### src/rtl/surf_cout_align_sequencer.sv
// COUT lane alignment sequencer: sweeps IDELAY taps, centers on the widest eye, then bitslips to lock.
// Optional SURF_ALIGN_EYE_MAP_EN builds a per-tap pass map register for eye_map_o.
module surf_cout_align_sequencer #(
  parameter logic [31:0] TRAIN_SEQUENCE  = 32'hA55A6996,
  parameter int unsigned SETTLE_CYCLES   = 16,
  parameter int unsigned MIN_EYE         = 4,
  parameter int unsigned MAX_BITSLIP     = 8,
  parameter int unsigned CAPTURE_TIMEOUT = 255
) (
  input  logic        wb_clk_i,
  input  logic        wb_rst_ni,
  input  logic        start_i,
  output logic        busy_o,
  output logic        done_o,
  output logic        fail_o,
  output logic [1:0]  fail_code_o,
  output logic        iserdes_rst_o,
  output logic [5:0]  idelay_value_o,
  output logic        idelay_load_o,
  output logic        iserdes_bitslip_o,
  output logic        capture_o,
  input  logic        capture_valid_i,
  input  logic [31:0] capture_data_i,
  output logic [5:0]  eye_start_o,
  output logic [6:0]  eye_width_o,
  output logic [3:0]  bitslip_count_o,
  output logic [63:0] eye_map_o
);

  typedef enum logic [3:0] {
    StIdle, StSrst, StLoad, StSettle, StCapture, StWait, StEval, StPick,
    StCload, StCsettle, StCcapture, StCwait, StCheck, StSlip, StDone, StFail
  } state_e;

  state_e      state_q, state_d;
  logic [7:0]  cnt_q, cnt_d;
  logic [5:0]  tap_q, tap_d;
  logic [5:0]  run_start_q, run_start_d, best_start_q, best_start_d;
  logic [6:0]  run_len_q, run_len_d, best_w_q, best_w_d;
  logic        hit_q, hit_d;
  logic        busy_d, done_d, fail_d, srst_d, load_d, slip_d, cap_d;
  logic [1:0]  code_d;
  logic [5:0]  value_d, eye_start_d;
  logic [6:0]  eye_width_d;
  logic [3:0]  slips_d;
  logic [6:0]  new_len, center_sum;
  logic [5:0]  new_start;
  logic [63:0] map_d;

  function automatic logic is_rotation(input logic [31:0] d);
    logic        m;
    logic [31:0] r;
    m = 1'b0;
    r = TRAIN_SEQUENCE;
    for (int i = 0; i < 32; i++) begin
      if (d == r) m = 1'b1;
      r = {r[30:0], r[31]};
    end
    return m;
  endfunction

  always_comb begin
    state_d      = state_q;
    cnt_d        = cnt_q;
    tap_d        = tap_q;
    run_start_d  = run_start_q;
    run_len_d    = run_len_q;
    best_start_d = best_start_q;
    best_w_d     = best_w_q;
    hit_d        = hit_q;
    done_d       = done_o;
    fail_d       = fail_o;
    code_d       = fail_code_o;
    value_d      = idelay_value_o;
    eye_start_d  = eye_start_o;
    eye_width_d  = eye_width_o;
    slips_d      = bitslip_count_o;
    map_d        = eye_map_o;
    new_len      = hit_q ? run_len_q + 7'd1 : 7'd0;
    new_start    = (run_len_q == 7'd0) ? tap_q : run_start_q;
    center_sum   = {1'b0, best_start_q} + (best_w_q >> 1);

    unique case (state_q)
      StIdle, StDone, StFail: begin
        if (start_i) begin
          state_d      = StSrst;
          cnt_d        = '0;
          tap_d        = '0;
          run_start_d  = '0;
          run_len_d    = '0;
          best_start_d = '0;
          best_w_d     = '0;
          done_d       = 1'b0;
          fail_d       = 1'b0;
          code_d       = 2'b00;
          eye_start_d  = '0;
          eye_width_d  = '0;
          slips_d      = '0;
          map_d        = '0;
        end
      end
      StSrst: begin
        if (cnt_q == 8'd3) begin
          state_d = StLoad;
          value_d = tap_q;
        end else begin
          cnt_d = cnt_q + 8'd1;
        end
      end
      StLoad, StCload, StSlip: begin
        state_d = (state_q == StLoad) ? StSettle : StCsettle;
        cnt_d   = '0;
      end
      StSettle, StCsettle: begin
        if (cnt_q == 8'(SETTLE_CYCLES - 1)) begin
          state_d = (state_q == StSettle) ? StCapture : StCcapture;
        end else begin
          cnt_d = cnt_q + 8'd1;
        end
      end
      StCapture, StCcapture: begin
        state_d = (state_q == StCapture) ? StWait : StCwait;
        cnt_d   = '0;
      end
      StWait, StCwait: begin
        if (capture_valid_i) begin
          // Scan accepts any rotation; centre check demands exact alignment.
          hit_d   = (state_q == StWait) ? is_rotation(capture_data_i)
                                        : (capture_data_i == TRAIN_SEQUENCE);
          state_d = (state_q == StWait) ? StEval : StCheck;
        end else if (cnt_q == 8'(CAPTURE_TIMEOUT - 1)) begin
          state_d = StFail;
          fail_d  = 1'b1;
          code_d  = 2'b11;
        end else begin
          cnt_d = cnt_q + 8'd1;
        end
      end
      StEval: begin
        run_len_d   = new_len;
        run_start_d = new_start;
        // Strictly-longer replacement keeps the lowest-start eye on ties.
        if (hit_q && new_len > best_w_q) begin
          best_w_d     = new_len;
          best_start_d = new_start;
        end
`ifdef SURF_ALIGN_EYE_MAP_EN
        map_d[tap_q] = hit_q;
`endif
        if (tap_q == 6'd63) begin
          state_d = StPick;
        end else begin
          tap_d   = tap_q + 6'd1;
          value_d = tap_q + 6'd1;
          state_d = StLoad;
        end
      end
      StPick: begin
        eye_start_d = best_start_q;
        eye_width_d = best_w_q;
        if (best_w_q < 7'(MIN_EYE)) begin
          state_d = StFail;
          fail_d  = 1'b1;
          code_d  = 2'b01;
        end else begin
          tap_d   = center_sum[5:0];
          value_d = center_sum[5:0];
          state_d = StCload;
        end
      end
      StCheck: begin
        if (hit_q) begin
          state_d = StDone;
          done_d  = 1'b1;
        end else if (bitslip_count_o == 4'(MAX_BITSLIP)) begin
          state_d = StFail;
          fail_d  = 1'b1;
          code_d  = 2'b10;
        end else begin
          state_d = StSlip;
          slips_d = bitslip_count_o + 4'd1;
        end
      end
      default: state_d = StIdle;
    endcase

    // Strobes are registered from the next state so they line up with the state register.
    busy_d = !(state_d inside {StIdle, StDone, StFail});
    srst_d = (state_d == StSrst);
    load_d = (state_d inside {StLoad, StCload});
    slip_d = (state_d == StSlip);
    cap_d  = (state_d inside {StCapture, StCcapture});
  end

  always_ff @(posedge wb_clk_i or negedge wb_rst_ni) begin
    if (!wb_rst_ni) begin
      state_q           <= StIdle;
      cnt_q             <= '0;
      tap_q             <= '0;
      run_start_q       <= '0;
      run_len_q         <= '0;
      best_start_q      <= '0;
      best_w_q          <= '0;
      hit_q             <= 1'b0;
      busy_o            <= 1'b0;
      done_o            <= 1'b0;
      fail_o            <= 1'b0;
      fail_code_o       <= '0;
      iserdes_rst_o     <= 1'b0;
      idelay_value_o    <= '0;
      idelay_load_o     <= 1'b0;
      iserdes_bitslip_o <= 1'b0;
      capture_o         <= 1'b0;
      eye_start_o       <= '0;
      eye_width_o       <= '0;
      bitslip_count_o   <= '0;
    end else begin
      state_q           <= state_d;
      cnt_q             <= cnt_d;
      tap_q             <= tap_d;
      run_start_q       <= run_start_d;
      run_len_q         <= run_len_d;
      best_start_q      <= best_start_d;
      best_w_q          <= best_w_d;
      hit_q             <= hit_d;
      busy_o            <= busy_d;
      done_o            <= done_d;
      fail_o            <= fail_d;
      fail_code_o       <= code_d;
      iserdes_rst_o     <= srst_d;
      idelay_value_o    <= value_d;
      idelay_load_o     <= load_d;
      iserdes_bitslip_o <= slip_d;
      capture_o         <= cap_d;
      eye_start_o       <= eye_start_d;
      eye_width_o       <= eye_width_d;
      bitslip_count_o   <= slips_d;
    end
  end

`ifdef SURF_ALIGN_EYE_MAP_EN
  always_ff @(posedge wb_clk_i or negedge wb_rst_ni) begin
    if (!wb_rst_ni) eye_map_o <= '0;
    else            eye_map_o <= map_d;
  end
`else
  assign eye_map_o = '0;
`endif

endmodule

### config.mk
export PLATFORM = sky130hd
export DESIGN_NAME = surf_cout_align_sequencer
export DESIGN_NICKNAME = d
export VERILOG_FILES = /design/src/rtl/surf_cout_align_sequencer.sv
export SDC_FILE = /design/constraint.sdc
export NUM_CORES = 1
export LEC_CHECK = 0
export CAP_MARGIN = 40
export CORE_ASPECT_RATIO = 0.7
export CORE_MARGIN = 2
export CORE_UTILIZATION = 50
export CTS_CLUSTER_SIZE = 16
export DETAILED_ROUTE_END_ITERATION = 16
export GPL_TIMING_DRIVEN = 0
export PLACE_DENSITY = 0.78
export SLEW_MARGIN = 20
export SYNTH_ARGS = -nofsm -noshare
export SYNTH_HDL_FRONTEND = slang
export SYNTH_SLANG_ARGS = --single-unit
### constraint.sdc
create_clock -name wb_clk_i -period 5.7 [get_ports wb_clk_i]
set_input_delay 0.855 -clock wb_clk_i [delete_from_list [all_inputs] [get_ports wb_clk_i]]
set_output_delay 0.855 -clock wb_clk_i [all_outputs]
set_load 0.01 [all_outputs]
==> results of run 1 <==
[sequential cells by signal, indices dropped and copies added, names as in the netlist, 7 cells and up]
name / flops
eye_width_o: 7
best_w_q: 7
run_len_q: 7
cnt_q: 8
[per-layer routing]
layer | track usage, % | vias to the layer above | routed length [µm]
li1 | - | 2872 | -
met1 | 46.2 | 2950 | 9620
met2 | 35.6 | 413 | 7380
met3 | 12.7 | 45 | 2870
met4 | 5.73 | 0 | 286
met5 | 0 | - | 0
[path summary, 6_finish.rpt]
check                                  start                  to  cells after the start
setup / recovery           capture_data_i[7]               hit_q                      8
hold / removal                     wb_rst_ni  bitslip_count_o[0]                      1
setup reg to reg                run_len_q[0]     best_start_q[4]                     12
hold reg to reg               eye_start_o[1]      eye_start_o[1]                      2
max in group asynchronous          wb_rst_ni      eye_width_o[0]                      2
min in group wb_clk_i         eye_start_o[1]      eye_start_o[1]                      2
[layout make-up]
class / instances / area [µm²]
clock inverters: 7 / 75.1
inverters: 22 / 82.6
flip-flops and latches: 77 / 1930
multi-input cells: 611 / 3850
repair buffers: 58 / 577
clock buffers: 9 / 225
fillers: 1105 / 4730
well taps: 162 / 203
plain buffers: 105 / 662
[where the power goes]
group          switching [W]  internal, W  total [W]
Clock               0.000238     0.000340   0.000578
Combinational       0.000712     0.000533    0.00124
Sequential          0.000128     0.000680   0.000808
Total                0.00108      0.00155    0.00263
[cell usage after synthesis, types with 7 or more instances]
cell / instances / area share, %
nand3b_1: 7 / 0.84
ha_1: 19 / 3.8
buf_2: 7 / 0.56
nor3_1: 27 / 2.1
xnor2_1: 12 / 1.7
clkbuf_1: 27 / 1.6
nor2_1: 58 / 3.5
nand2b_1: 8 / 0.80
dfrtp_1: 77 / 31
inv_1: 22 / 1.3
o21ai_0: 24 / 1.9
nor4bb_1: 32 / 5.1
nand3_1: 42 / 3.3
nor2b_1: 22 / 2.2
a21oi_1: 29 / 2.3
nand2_1: 79 / 4.7
xor2_1: 9 / 1.3
mux2_2: 13 / 2.3
buf_4: 65 / 7.8
nand4_1: 27 / 2.7
mux2i_1: 15 / 2.4
nor4_1: 25 / 2.5
[per-stage QoR]
step	hold WS [ps]	std cells
2_1_floorplan	462	815
3_3_place_gp	483	1027
3_5_place_dp	485	1035
4_1_cts	431	1051
5_1_grt	446	1051
6_report	423	1051
[worst max-delay path, delay by kind of cell]
kind | cells | cell delay (ps)
compound gates | 4 | 1180
buf+inv | 1 | 640
simple gates | 3 | 1120
[kinds of logic after synthesis]
family	synth area share, %
mux	5.43
other cells	0.0596
buf+inv	11.8
compound gates	11.4
simple gates	33.7
fa+ha+maj	4.10
xor+xnor	2.92
flops	30.6
==> qor.yml, run 1 <==
layout:
  areaGrowthSynthToFinish_pct: 20.9
  layout_common_cells: "79 x nand2_1, 77 x dfrtp_1, 66 x buf_4"
  finalNetCount: 940
  mostFrequentLayoutCell: "nand2_1"
  drive_gt1_share_pct: 14.2
  design_area_um2: 7610
  finish.utilization_pct: 61.7
  diodes: 0
pwr:
  ir_drop_mv: 0.267
  powerDensity_nw_per_um2: 346
  p_leak_nw: 3.33
  p_total_w: 0.00263
setup_path:
  arrival_ps: 3800
  crit_slowest_cell: "o32ai_1"
  path_cells: "clkdlybuf4s50_1 > nor4bb_1 > nand4_1 > o32ai_1 > a32oi_1 > o211ai_1 > nor4_1 > o21ai_0"
  critPathKind: "input port to flop"
  cp.required_ps: 5960
  cp_slowest_stage_delay_ps: 720
  end_kind: "flop"
  r2r_slack_ps: 2490
  path_max_fanout: 8
  cp-start-kind: "input port"
route:
  vias: 6280
  post_drt_wl_per_cell_um: 19.2
  drc: 0
  finalWirelength_mm: 20.2
  drt_iter0_markers: 825
  routed_via_density: 5.98
  final_antenna_net_count: 0
  first_pass_iters: 6
floorplan:
  die_y_um: 97.8
  pin_count: 132
  core_area_um2: 12300
  initial_core_util_pct: 51.0
  die_w_um: 138
  num_rows: 34
  die_area_um2: 13500
sta:
  maxSlewViolCount: 0
  setup_viol: 0
  fin_skew_ps: 4.82
  tns_ps: 0
  hold_viol_final: 0
  maxSlewHeadroom_pct: 41.8
  final.setup.worst_slack_ps: 2160
  max_freq_mhz: 283
  fin_crit_ps: 3540
  fin_crit_sh_pct: 62.0
  rsz0062_at_grt: "no"
  worst_pin_slew_ps: 861
global_routing:
  grt_pass1_vias: 5796
  grt_antenna_before_repair: 0
  grt_start_max_net_pins: 54
  grt_usage_pct: 29.2
  grt_pass1_wl_mm: 31.6
  grt_overflow: 0
synthesis:
  synthFlopType: "dfrtp_1"
  yosysWarnings: 0
  synth.distinct_cells: 70
  seq_area_frac_synth_pct: 30.6
  syn_area_per_cell_um2: 8.36
  async_flop_share_pct: 100
  syn-cell-area_um2: 6290
  synth_seq_cells: 77
  synth_edf_count: 0
  netlist_instances: 752
worst_hold_path:
  hp-class: "input port to asynchronous set/reset pin"
place:
  place_area_um2: 7310
  gp_congestion: 1.07
  place_ws_ps: 2080
  port-buffer-count: 50
  dp.final_hpwl_mm: 15.5
clocking:
  cts-root-buf: "clkbuf_16"
  clock_latency_ps: 340
  cts.clk_slew.worst_paths_ps: 60
  numCtsBuffers: 9
  cts_buffer_depth: 2
  postCtsSetupBuffers: 0
  cts_sinks: 77
  post_cts_resized: 0
  cts_tree: "built"
  cts_hold_buf: 0
  h-tree-depth: 3
outcome:
  status: "finished clean"
run:
  drv_cap: 0
Power figures use the tool's default switching activity.
==> run 2, diff against run 1 <==
==> constraint.sdc (replaced) <==
create_clock -name wb_clk_i -period 3.4 [get_ports wb_clk_i]
set_input_delay 0.51 -clock wb_clk_i [delete_from_list [all_inputs] [get_ports wb_clk_i]]
set_output_delay 0.51 -clock wb_clk_i [all_outputs]
set_load 0.01 [all_outputs]
==> results of run 2 <==
Same layout as run 1 (identical final DEF). Status: finished clean.
Among the figures that moved: setup slack after placement 2080 ps -> 123 ps; setup slack after layout 2160 ps -> 187 ps; hold slack 423 ps -> 77.7 ps; start point of the critical path capture_data_i[7] -> run_len_q[0]; end point of the critical path hit_q -> best_start_q[4]; register-to-register setup slack 2490 ps -> 190 ps; total power 0.00263 W -> 0.00441 W; worst IR drop on VDD 0.267 mV -> 0.447 mV
